[src/rtl/da_pack_scheduler.sv]
// -----------------------------------------------------------------------------
// da_pack_scheduler
//
// Purpose:
//   Steers the 32-bit USB3 word stream leaving the ram cache into the 24 DA
//   channel RAMs. A header word seen while idle selects the packet type
//   (C/A, NAV or RAW). Every following valid word is payload. Each payload
//   word goes to exactly one channel RAM, with a per-channel word address,
//   one cycle after it is accepted.
//
// Optional feature macro:
//   WATCHDOG_EN - when defined, a packet that stalls for TIMEOUT consecutive
//                 cycles without a valid word is abandoned. The FSM returns
//                 to IDLE and hdr_err pulses. When undefined, stalls are
//                 unbounded and no stall counter exists.
//
// Ports:
//   rdclock    in   single clock, rising edge
//   rst        in   asynchronous active-high reset
//   din_valid  in   din carries a word this cycle
//   din        in   32-bit stream word
//   wren_out   out  24-bit one-hot channel-RAM write enable
//                   (7:0 C/A, 15:8 NAV, 23:16 RAW)
//   wr_addr    out  word address inside the active channel
//   wr_data    out  registered copy of the payload word
//   busy       out  high while a packet is in progress (FSM not IDLE)
//   pack_type  out  0 none, 1 C/A, 2 NAV, 3 RAW (last accepted type)
//   frame_done out  one-cycle pulse together with the final write of a packet
//   hdr_err    out  one-cycle pulse on an invalid header (or watchdog abort)
// -----------------------------------------------------------------------------
module da_pack_scheduler #(
  parameter int unsigned CA_LEN  = 32,
  parameter int unsigned NAV_LEN = 10,
  parameter int unsigned RAW_LEN = 64,
  parameter int unsigned ADDR_W  = 8,
  parameter int unsigned TIMEOUT = 1023
) (
  input  logic              rdclock,
  input  logic              rst,
  input  logic              din_valid,
  input  logic [31:0]       din,
  output logic [23:0]       wren_out,
  output logic [ADDR_W-1:0] wr_addr,
  output logic [31:0]       wr_data,
  output logic              busy,
  output logic [1:0]        pack_type,
  output logic              frame_done,
  output logic              hdr_err
);

  // A channel length that does not fit the address width, or a zero
  // watchdog limit, is a configuration mistake caught at elaboration.
  if (CA_LEN == 0 || NAV_LEN == 0 || RAW_LEN == 0 ||
      CA_LEN > 2**ADDR_W || NAV_LEN > 2**ADDR_W || RAW_LEN > 2**ADDR_W ||
      TIMEOUT == 0) begin : g_bad_cfg
    $error("da_pack_scheduler: illegal channel length, ADDR_W or TIMEOUT");
  end

  typedef enum logic [1:0] {
    ST_IDLE = 2'd0,
    ST_CA   = 2'd1,
    ST_NAV  = 2'd2,
    ST_RAW  = 2'd3
  } state_e;

  localparam logic [ADDR_W-1:0] CA_LAST  = ADDR_W'(CA_LEN - 1);
  localparam logic [ADDR_W-1:0] NAV_LAST = ADDR_W'(NAV_LEN - 1);
  localparam logic [ADDR_W-1:0] RAW_LAST = ADDR_W'(RAW_LEN - 1);

  state_e              state_q, state_d;
  logic [2:0]          ch_q, ch_d;
  logic [ADDR_W-1:0]   word_q, word_d;
  logic [23:0]         wren_q, wren_d;
  logic [ADDR_W-1:0]   addr_q, addr_d;
  logic [31:0]         data_q, data_d;
  logic [1:0]          pack_type_q, pack_type_d;
  logic                frame_done_q, frame_done_d;
  logic                hdr_err_q, hdr_err_d;

  logic                is_hdr;
  logic [15:0]         hdr_code;
  logic [4:0]          base;
  logic [4:0]          wr_idx;
  logic [ADDR_W-1:0]   last_word;

`ifdef WATCHDOG_EN
  // The counter only ever stores up to TIMEOUT-1; reaching the limit aborts.
  localparam int unsigned STALL_W = (TIMEOUT > 1) ? $clog2(TIMEOUT) : 1;
  localparam logic [STALL_W-1:0] STALL_LAST = STALL_W'(TIMEOUT - 1);
  logic [STALL_W-1:0]  stall_q, stall_d;
`endif

  // Header pattern: top byte FF, low byte AA, middle 16 bits carry the code.
  assign is_hdr   = ((din & 32'hFF00_00FF) == 32'hFF00_00AA);
  assign hdr_code = din[23:8];

  // Channel bank base and last word index for the packet in progress.
  always_comb begin
    base      = 5'd0;
    last_word = CA_LAST;
    unique case (state_q)
      ST_NAV: begin
        base      = 5'd8;
        last_word = NAV_LAST;
      end
      ST_RAW: begin
        base      = 5'd16;
        last_word = RAW_LAST;
      end
      default: begin
        base      = 5'd0;
        last_word = CA_LAST;
      end
    endcase
  end

  assign wr_idx = base + {2'b00, ch_q};

  // Next-state and output logic. The write strobe is a single cycle per
  // accepted payload word; address/data hold their last written value.
  always_comb begin
    state_d      = state_q;
    ch_d         = ch_q;
    word_d       = word_q;
    wren_d       = '0;
    addr_d       = addr_q;
    data_d       = data_q;
    pack_type_d  = pack_type_q;
    frame_done_d = 1'b0;
    hdr_err_d    = 1'b0;
`ifdef WATCHDOG_EN
    stall_d      = '0;
`endif

    if (state_q == ST_IDLE) begin
      // Non-header words in IDLE are silently dropped.
      if (din_valid && is_hdr) begin
        ch_d   = '0;
        word_d = '0;
        unique case (hdr_code)
          16'h0000: begin
            state_d     = ST_CA;
            pack_type_d = 2'd1;
          end
          16'h000A: begin
            state_d     = ST_NAV;
            pack_type_d = 2'd2;
          end
          16'h0AAA: begin
            state_d     = ST_RAW;
            pack_type_d = 2'd3;
          end
          16'hAAAA: begin
            // Abort/no-op header: deliberately neither a packet nor an error.
            state_d = ST_IDLE;
          end
          default: hdr_err_d = 1'b1;
        endcase
      end
    end else begin
      // Inside a packet every valid word is payload, header-like or not.
      if (din_valid) begin
        wren_d = 24'd1 << wr_idx;
        addr_d = word_q;
        data_d = din;
        if (word_q == last_word) begin
          word_d = '0;
          if (ch_q == 3'd7) begin
            ch_d         = '0;
            state_d      = ST_IDLE;
            frame_done_d = 1'b1;
          end else begin
            ch_d = ch_q + 3'd1;
          end
        end else begin
          word_d = word_q + 1'b1;
        end
      end
`ifdef WATCHDOG_EN
      else if (stall_q == STALL_LAST) begin
        // Give up on the packet; whatever was written stays in the RAMs.
        state_d   = ST_IDLE;
        hdr_err_d = 1'b1;
        ch_d      = '0;
        word_d    = '0;
      end else begin
        stall_d = stall_q + 1'b1;
      end
`endif
    end
  end

  // State and output registers, all cleared asynchronously by rst.
  always_ff @(posedge rdclock or posedge rst) begin
    if (rst) begin
      state_q      <= ST_IDLE;
      ch_q         <= '0;
      word_q       <= '0;
      wren_q       <= '0;
      addr_q       <= '0;
      data_q       <= '0;
      pack_type_q  <= '0;
      frame_done_q <= 1'b0;
      hdr_err_q    <= 1'b0;
    end else begin
      state_q      <= state_d;
      ch_q         <= ch_d;
      word_q       <= word_d;
      wren_q       <= wren_d;
      addr_q       <= addr_d;
      data_q       <= data_d;
      pack_type_q  <= pack_type_d;
      frame_done_q <= frame_done_d;
      hdr_err_q    <= hdr_err_d;
    end
  end

`ifdef WATCHDOG_EN
  // Consecutive-stall counter, only present with the watchdog.
  always_ff @(posedge rdclock or posedge rst) begin
    if (rst) begin
      stall_q <= '0;
    end else begin
      stall_q <= stall_d;
    end
  end
`endif

  assign wren_out   = wren_q;
  assign wr_addr    = addr_q;
  assign wr_data    = data_q;
  assign busy       = (state_q != ST_IDLE);
  assign pack_type  = pack_type_q;
  assign frame_done = frame_done_q;
  assign hdr_err    = hdr_err_q;

endmodule

[config.mk]
export PLATFORM = sky130hd
export DESIGN_NAME = da_pack_scheduler
export DESIGN_NICKNAME = d
export VERILOG_FILES = /design/src/rtl/da_pack_scheduler.sv
export SDC_FILE = /design/constraint.sdc
export NUM_CORES = 1
export LEC_CHECK = 0
export ABC_AREA = 1
export CORE_MARGIN = 2
export CORE_UTILIZATION = 35
export CTS_CLUSTER_DIAMETER = 50
export DETAILED_ROUTE_END_ITERATION = 10
export HOLD_SLACK_MARGIN = 0.08
export PLACE_DENSITY = 0.61
export SLEW_MARGIN = 20
export SYNTH_ARGS = -nofsm -noshare
export SYNTH_HDL_FRONTEND = slang
export SYNTH_SLANG_ARGS = --single-unit
[constraint.sdc]
create_clock -name rdclock -period 4.05 [get_ports rdclock]
set_clock_uncertainty 0.2 [all_clocks]
set_input_delay 0.6075 -clock rdclock [delete_from_list [all_inputs] [get_ports rdclock]]
set_output_delay 0.6075 -clock rdclock [all_outputs]
set_load 0.02 [all_outputs]
; ---- After elaboration in Yosys (flattened, before gate mapping)
; Index checks and enable logic that the tools add are counted.
[totals]
n_memories = 0
ff_bits = 81
ramBits = 0
out_inout_bits = 69
elab_cells = 65
inputBits = 35
mem_bits_ro = 0
latchBits = 0
[op_classes]
shift = 1
div = 0
n_reduce_logical = 14
mul = 0
n_addsub = 3
order_cmp = 0
mux = 27
n_bitwise = 1
n_eq_ne = 10
[ops]
columns = operator, n
row1 = $mux 24, 2
row2 = $eq 16x16->1 const B, 2
row3 = $mux 8, 4
row4 = $shl 1x5->24 const A, 1
row5 = $eq 16x12->1 const B, 1
row6 = $eq 16x4->1 const B, 1
row7 = $logic_not 16->1, 1
row8 = $mux 3, 5
row9 = $pmux 6 s2, 1
row10 = $mux 2, 5
row11 = $pmux 5 s2, 1
row12 = $add 8x1->8 const B, 1
row13 = $eq 8x8->1, 1
row14 = $pmux 2 s4, 1
row15 = $reduce_bool 2->1, 4
row16 = $mux 1, 7
row17 = $pmux 2 s3, 1
row18 = $reduce_and 3->1, 2
row19 = $add 5x3->5, 1
row20 = $ne 5x1->1 const B, 1
row21 = $reduce_and 5->1, 1
row22 = $eq 2x2->1 const B, 2
row23 = $reduce_and 2->1, 2
row24 = $reduce_or 4->1, 1
row25 = 7 further kinds, 7

; ---- Logic depth before layout (Yosys ltp)
; Gate-level depths: netlist of run 1.
[depth]
word_depth = 6
ltp_mapped = 12
mapped_depth_nobuf = 11

; ---- Least setup slack after synthesis of run 1
; Ideal clock, no wire load.
[synth_path]
path_kind = input-to-reg
startpoint = in din[31]
endpoint = reg word_q[0]
setup_slack_ns = 2.345
t_arrival_ns = 1.378
setup_time_ns = 0.127
t_required_ns = 3.723
n_path_buf = 1
cell_stages = 10
path_cell_list = inv_1 -> nor2_1 -> nand3_1 -> nor2_1 -> nand3_2 -> nand2_2 -> buf_6 -> inv_2 -> nand2_1 -> o21ai_1
[synth_via]
elab_chain_len = 4
[synth_lines]
columns = element, line
row1 = from (decl), 41  ; input logic [31:0] din,
row2 = $eq 16x16->1, 94  ; assign is_hdr = ((din & 32'hFF00_00FF) == 32'hFF00_00AA);
row3 = $logic_and 1x1->1, 137  ; if (din_valid && is_hdr) begin
row4 = $ne 2x1->1 (no line), n/a
row5 = $reduce_and 2->1 (no line), n/a
row6 = to (signal assigned), 208  ; word_q <= word_d;
row7 = to (decl), 72  ; logic [ADDR_W-1:0] word_q, word_d;
; No other way between the ends.
; A chain may end at the register's enable or synchronous reset.

; ---- Worst setup path after layout of run 1
[layout_path]
startpoint = reg state_q[1]
endpoint = out busy
[layout_via]
elab_chain_len = 1
[layout_lines]
columns = element, line
row1 = from (decl), 70  ; state_e state_q, state_d;
row2 = from (signal assigned), 206  ; state_q <= state_d;
row3 = $reduce_bool 2->1, 232  ; assign busy = (state_q != ST_IDLE);
row4 = to (decl), 45  ; output logic busy,
; No other way between the ends.

==> results.json, run 1 <==
{
  "outcome": "complete, no violations",
  "grt-busiest-layer": "met2",
  "met2_usage_pct": 24.0,
  "fin_util_pct": 49.1,
  "die_h_um": 107,
  "synth_mux_area_share_pct": 0,
  "synth_top_family_by_area": "simple AND/OR/NAND/NOR gates",
  "hpwl_um": 6400,
  "hold_buffers": 0,
  "fin_crit_sh_pct": 67.8,
  "area_growth_pct": 36.1,
  "antenna_found_initial": 0,
  "via_count": 3113,
  "place.gp.congestion": 0.851,
  "peakVddDrop_v": 0.000159,
  "fp.dieArea_um2": 11500,
  "clock_latency_ns": 0.35,
  "hold_viol": 0,
  "grt_usage_pct": 16.1,
  "postRouteAntennaNets": 0,
  "required_ns": 3.24,
  "synth-compound-area-share_pct": 3.24,
  "drt_iter0_markers": 121,
  "first_global_vias": 2949,
  "overflow": 0,
  "final_cell_mix": "161 x nand2_1, 103 x clkdlybuf4s50_1, 81 x dfrtp_1",
  "ys_types": 26,
  "yosysWarnings": 0,
  "ios": 104,
  "grt_max_degree": 82,
  "p_leak_nw": 2.46,
  "io_buffers": 103,
  "use_met1_pct": 23.0,
  "slew_violations": 0,
  "core_area_um2": 10400,
  "post_drt_via_cell_ratio": 4.50,
  "start_kind": "register",
  "cts_root_buf": "clkbuf_8",
  "nets": 593,
  "wl_per_cell_um": 12.9,
  "clk_pin_slew_worst_paths_ns": 0.09,
  "slew_headroom_pct": 66.1,
  "drc_errors": 0,
  "drt_wl_total_um": 8920,
  "met3_usage_pct": 3.09,
  "grt_pass1_wl_um": 14600,
  "rsz0062_at_grt": "no",
  "synth_simple_gate_area_share_pct": 31.8,
  "fin_crit_ns": 2.74,
  "synth-xor-area-share_pct": 0.936,
  "cts_setup_buffers": 0,
  "synth.avg_cell_area_um2": 8.29,
  "seq_area_frac_synth_pct": 54.1,
  "maxCapViolCount": 0,
  "crit_chain": "inv_4 > nand2_4 > clkdlybuf4s50_1",
  "fin_tns_setup_ns": 0,
  "cts_num_sinks": 81,
  "syn_area_um2": 3740,
  "start_util_pct": 36.1,
  "syn_nets": 494,
  "cp-end-kind": "output port",
  "critPathTopFamily": "buffers and inverters",
  "synth_adder_area_share_pct": 2.34,
  "synthCells": 452,
  "cts_max_path_buffers": 2,
  "die_x_um": 107,
  "crit_type": "register to output port",
  "ys_ff_latch": 81,
  "hold_path_class": "register to register",
  "cts_made_buffers": 9,
  "crit_buf_inv": 2,
  "arrival_ns": 1.94,
  "power.density_nw_per_um2": 313,
  "worst_pin_slew_ns": 0.507,
  "finalSetupViolCount": 0,
  "fmax_mhz": 364,
  "tritoncts": "done",
  "drive_gt1_share_pct": 8.09,
  "cpPeakStageDelay_ns": 0.65,
  "ctsResizeCount": 0,
  "layout.cells.most_common": "nand2_1",
  "worstPathMaxFanout": 13,
  "std_cell_rows": 37,
  "htreeDepth": 3,
  "drt-pass1-iter-count": 4,
  "diodes": 0,
  "crit_path_top_delay_cell": "dfrtp_1"
}
==> per-layer routing <==
metal / wire length (um) / vias to the layer above
met3: 523 / 10
met1: 4350 / 1440
met2: 3920 / 78
met4: 128 / 0
li1: - / 1585
met5: 0 / -
==> state kept, by name, indices dropped and copies added, names as in the netlist <==
register,count
wr_addr,8
word_q,8
pack_type,2
wr_data,32
wren_out,24
frame_done,1
hdr_err,1
ch_q,3
state_q,2
==> power breakdown <==
group	switching [mW]	internal [mW]
Sequential	0.0000217	0.808
Combinational	0.0374	0.0360
Clock	0.303	0.411
Total	0.341	1.25
==> stage by stage <==
stage / instance area [um2] / setup WS [ns] / hold slack [ns] / cells / total power, mW
after floorplan: 3740 / 1.16 / 0.292 / 452 / 0.851
after global placement: 4850 / 1.35 / 0.256 / 676 / 0.899
after detailed placement: 4850 / 1.30 / 0.265 / 676 / 0.899
after CTS: 5100 / 1.27 / 0.288 / 692 / 1.62
after global routing: 5100 / 1.20 / 0.299 / 692 / 1.66
final: 5100 / 1.31 / 0.285 / 692 / 1.60
==> tightest hold or removal path, delay by kind of cell, from the launching register on <==
family,cells,cell delay (ns)
DFF,1,0.35
and+or+nand+nor,2,0.10
==> worst paths after layout <==
check | startpoint | endpoint | slack, ns | depth (start not counted)
setup / recovery | state_q[1]$_DFFE_PP0P_ | busy | 1.31 | 3
hold / removal | wr_data[9]$_DFFE_PP0P_ | wr_data[9]$_DFFE_PP0P_ | 0.28 | 2
setup reg to reg | state_q[1]$_DFFE_PP0P_ | word_q[7]$_DFFE_PP0P_ | 1.76 | 6
hold reg to reg | wr_data[9]$_DFFE_PP0P_ | wr_data[9]$_DFFE_PP0P_ | 0.28 | 2
max in group asynchronous | rst | wr_data[10]$_DFFE_PP0P_ | 2.84 | 3
min in group asynchronous | rst | wren_out[7]$_DFF_PP0_ | 0.47 | 3
==> area by class of cell <==
type / instances / area [um2]
clock buffers: 9 / 124
clock inverters: 7 / 118
fillers: 999 / 5270
inverters: 41 / 163
multi-input cells: 313 / 1440
flip-flops and latches: 81 / 2030
well taps: 136 / 170
repair buffers: 105 / 1060
==> kinds of logic after synthesis <==
| family | count (synthesis) |
|---|---|
| buf+inv | 58 |
| flops | 81 |
| fa+ha+maj | 7 |
| simple gates | 278 |
| compound gates | 24 |
| xor+xnor | 4 |
==> Yosys cell counts <==
cell / instances / area (um2)
nand3_2: 2 / 20.0
a21oi_1: 3 / 15.0
clkbuf_1: 1 / 3.75
nand2_4: 3 / 33.8
xor2_1: 4 / 35.0
buf_4: 2 / 15.0
nand2_1: 161 / 604
buf_6: 5 / 56.3
buf_2: 9 / 45.0
nor3_1: 4 / 20.0
nand2_2: 11 / 68.8
nor2_4: 2 / 22.5
inv_1: 36 / 135
ha_1: 7 / 87.6
dfrtp_1: 81 / 2030
or2_2: 1 / 6.26
nor2_1: 55 / 206
inv_6: 1 / 8.76
inv_4: 1 / 6.26
nor3_2: 2 / 20.0
o21ai_0: 11 / 55.1
inv_2: 3 / 11.3
o21ai_1: 9 / 45.0
o22ai_1: 1 / 6.26
nand3_1: 33 / 165
nand4_1: 4 / 25.0
(Power assumes the default switching activity.)
==> run 2, diff against run 1 <==
- PLACE_DENSITY: 0.61 -> 0.64
- clock period: 4.05 -> 2.4 ns (I/O delays scaled with it)
==> results.json, run 2 (synthesis gave the netlist of run 1 again) <==
{
  "postRouteAntennaNets": 0,
  "drt_iter0_markers": 178,
  "cts_num_sinks": 81,
  "grt_usage_pct": 16.1,
  "crit_chain": "inv_6 > nand2_4 > clkdlybuf4s50_1",
  "slew_headroom_pct": 68.6,
  "crit_path_top_delay_cell": "clkdlybuf4s50_1",
  "num-fill-cells": 994,
  "clk_pin_slew_worst_paths_ns": 0.09,
  "diodes": 0,
  "area_growth_pct": 35.8,
  "hold_path_class": "primary input to async pin",
  "hold_buffers": 0,
  "fin_tns_setup_ns": 0,
  "multiInputGateArea_um2": 1440,
  "cp-endpoint": "busy",
  "arrival_ns": 1.68,
  "std_cell_rows": 37,
  "start_kind": "register",
  "regArea_um2": 2030,
  "cts_made_buffers": 9,
  "drt-pass1-iter-count": 4,
  "grt_pass1_wl_um": 14700,
  "via_count": 3121,
  "first_global_vias": 3005,
  "r2r-end": "ch_q[0]$_DFFE_PP0P_",
  "crit_type": "register to output port",
  "outcome": "complete, no violations",
  "r2r_cells": 11,
  "wl_per_cell_um": 12.7,
  "fmax_mhz": 446,
  "largest_register_ffs": 32,
  "tritoncts": "done",
  "cp-end-kind": "output port",
  "drc_errors": 0,
  "required_ns": 1.84,
  "worst_pin_slew_ns": 0.471,
  "cts_root_buf": "clkbuf_8",
  "ctsResizeCount": 0,
  "hpwl_um": 6340,
  "ff2ff_setup_slack_ns": 0.69,
  "die_h_um": 107,
  "cpPeakStageDelay_ns": 0.67,
  "fin_util_pct": 49.0,
  "ios": 104,
  "slew_violations": 0,
  "rsz0062_at_grt": "no",
  "grt_max_degree": 82,
  "reg2reg_from": "state_q[0]$_DFFE_PP0P_",
  "cts_max_path_buffers": 2,
  "htreeDepth": 3,
  "critPathLaunch": "state_q[0]$_DFFE_PP0P_",
  "p_total_mw": 2.48,
  "p_comb_share_pct": 5.0,
  "clock_latency_ns": 0.35,
  "overflow": 0,
  "cts_setup_buffers": 0,
  "core_area_um2": 10400,
  "maxCapViolCount": 0,
  "io_buffers": 103,
  "post_drt_via_cell_ratio": 4.48,
  "worstPathMaxFanout": 13,
  "die_x_um": 107,
  "power_frac_seq_pct": 55.1,
  "p_leak_nw": 2.45,
  "fp.dieArea_um2": 11500,
  "peakVddDrop_v": 0.000213,
  "layout.cells.most_common": "nand2_1",
  "place.gp.congestion": 0.838,
  "nets": 597,
  "power.density_nw_per_um2": 487,
  "p_switching_uw": 546,
  "power_frac_clock_pct": 39.9,
  "fin_crit_sh_pct": 93.3,
  "final_cell_mix": "161 x nand2_1, 103 x clkdlybuf4s50_1, 81 x dfrtp_1",
  "swShare_pct": 22.0,
  "drt_wl_total_um": 8820,
  "antenna_found_initial": 0,
  "intPower_mw": 1.93,
  "finalSetupViolCount": 0,
  "fin_crit_ns": 2.24,
  "hold_viol": 0,
  "drive_gt1_share_pct": 8.57,
  "start_util_pct": 36.1
}
run 2: per-stage QoR:
| stage | worst slack [ns] | instances | hold WS, ns | area [um2] |
|---|---|---|---|---|
| after floorplan | 0.877 | 452 | 0.270 | 3750 |
| after global placement | 0.292 | 680 | 0.261 | 4890 |
| after detailed placement | 0.212 | 680 | 0.265 | 4890 |
| after CTS | 0.150 | 696 | 0.288 | 5080 |
| after global routing | 0.0967 | 696 | 0.309 | 5080 |
| final | 0.160 | 696 | 0.251 | 5080 |
run 2: metal layers:
layer / wire, um / share of wire, % / vias to the layer above / track usage, %
met1: 4280 / 49 / 1432 / 23.1
met2: 3880 / 44 / 86 / 24.5
met3: 516 / 5.9 / 11 / 3.45
li1: - / - / 1592 / -
met4: 136 / 1.5 / 0 / 5.22
met5: 0 / 0 / - / 0
run 2: cell type report:
class	count	share of cell area, %
clock buffers	11	2.78
clock inverters	5	1.08
inverters	41	3.25
multi-input cells	313	28.3
flip-flops and latches	81	39.9
well taps	136	3.35
repair buffers	109	21.4
run 2: power by group through the flow:
stage / logic [mW] / clock network [mW] / registers, mW
2_1_floorplan: 0.0453 / 0 / 1.39
4_1_cts: 0.127 / 1.03 / 1.36
5_1_grt: 0.140 / 1.08 / 1.36
6_report: 0.124 / 0.989 / 1.36
3_3_place_gp: 0.125 / 0 / 1.39
3_5_place_dp: 0.126 / 0 / 1.39
run 2: critical path: cells and delay by family (launching register included):
kind                   cells  cell delay [ns]
buffers and inverters      2             0.73
AND/OR/NAND/NOR            1             0.17
flip-flops                 1             0.43
run 2: worst min path at each step:
stage | startpoint | end | slack [ns] | cells after the start
floorplan | din[0] | wr_data[0]$_DFFE_PP0P_ | 0.27 | 2
global placement | wr_data[3]$_DFFE_PP0P_ | wr_data[3]$_DFFE_PP0P_ | 0.26 | 2
detailed placement | wr_data[13]$_DFFE_PP0P_ | wr_data[13]$_DFFE_PP0P_ | 0.27 | 2
CTS | rst | state_q[0]$_DFFE_PP0P_ | 0.29 | 3
global route | wr_data[1]$_DFFE_PP0P_ | wr_data[1]$_DFFE_PP0P_ | 0.31 | 2
finish | rst | wren_out[7]$_DFF_PP0_ | 0.25 | 3
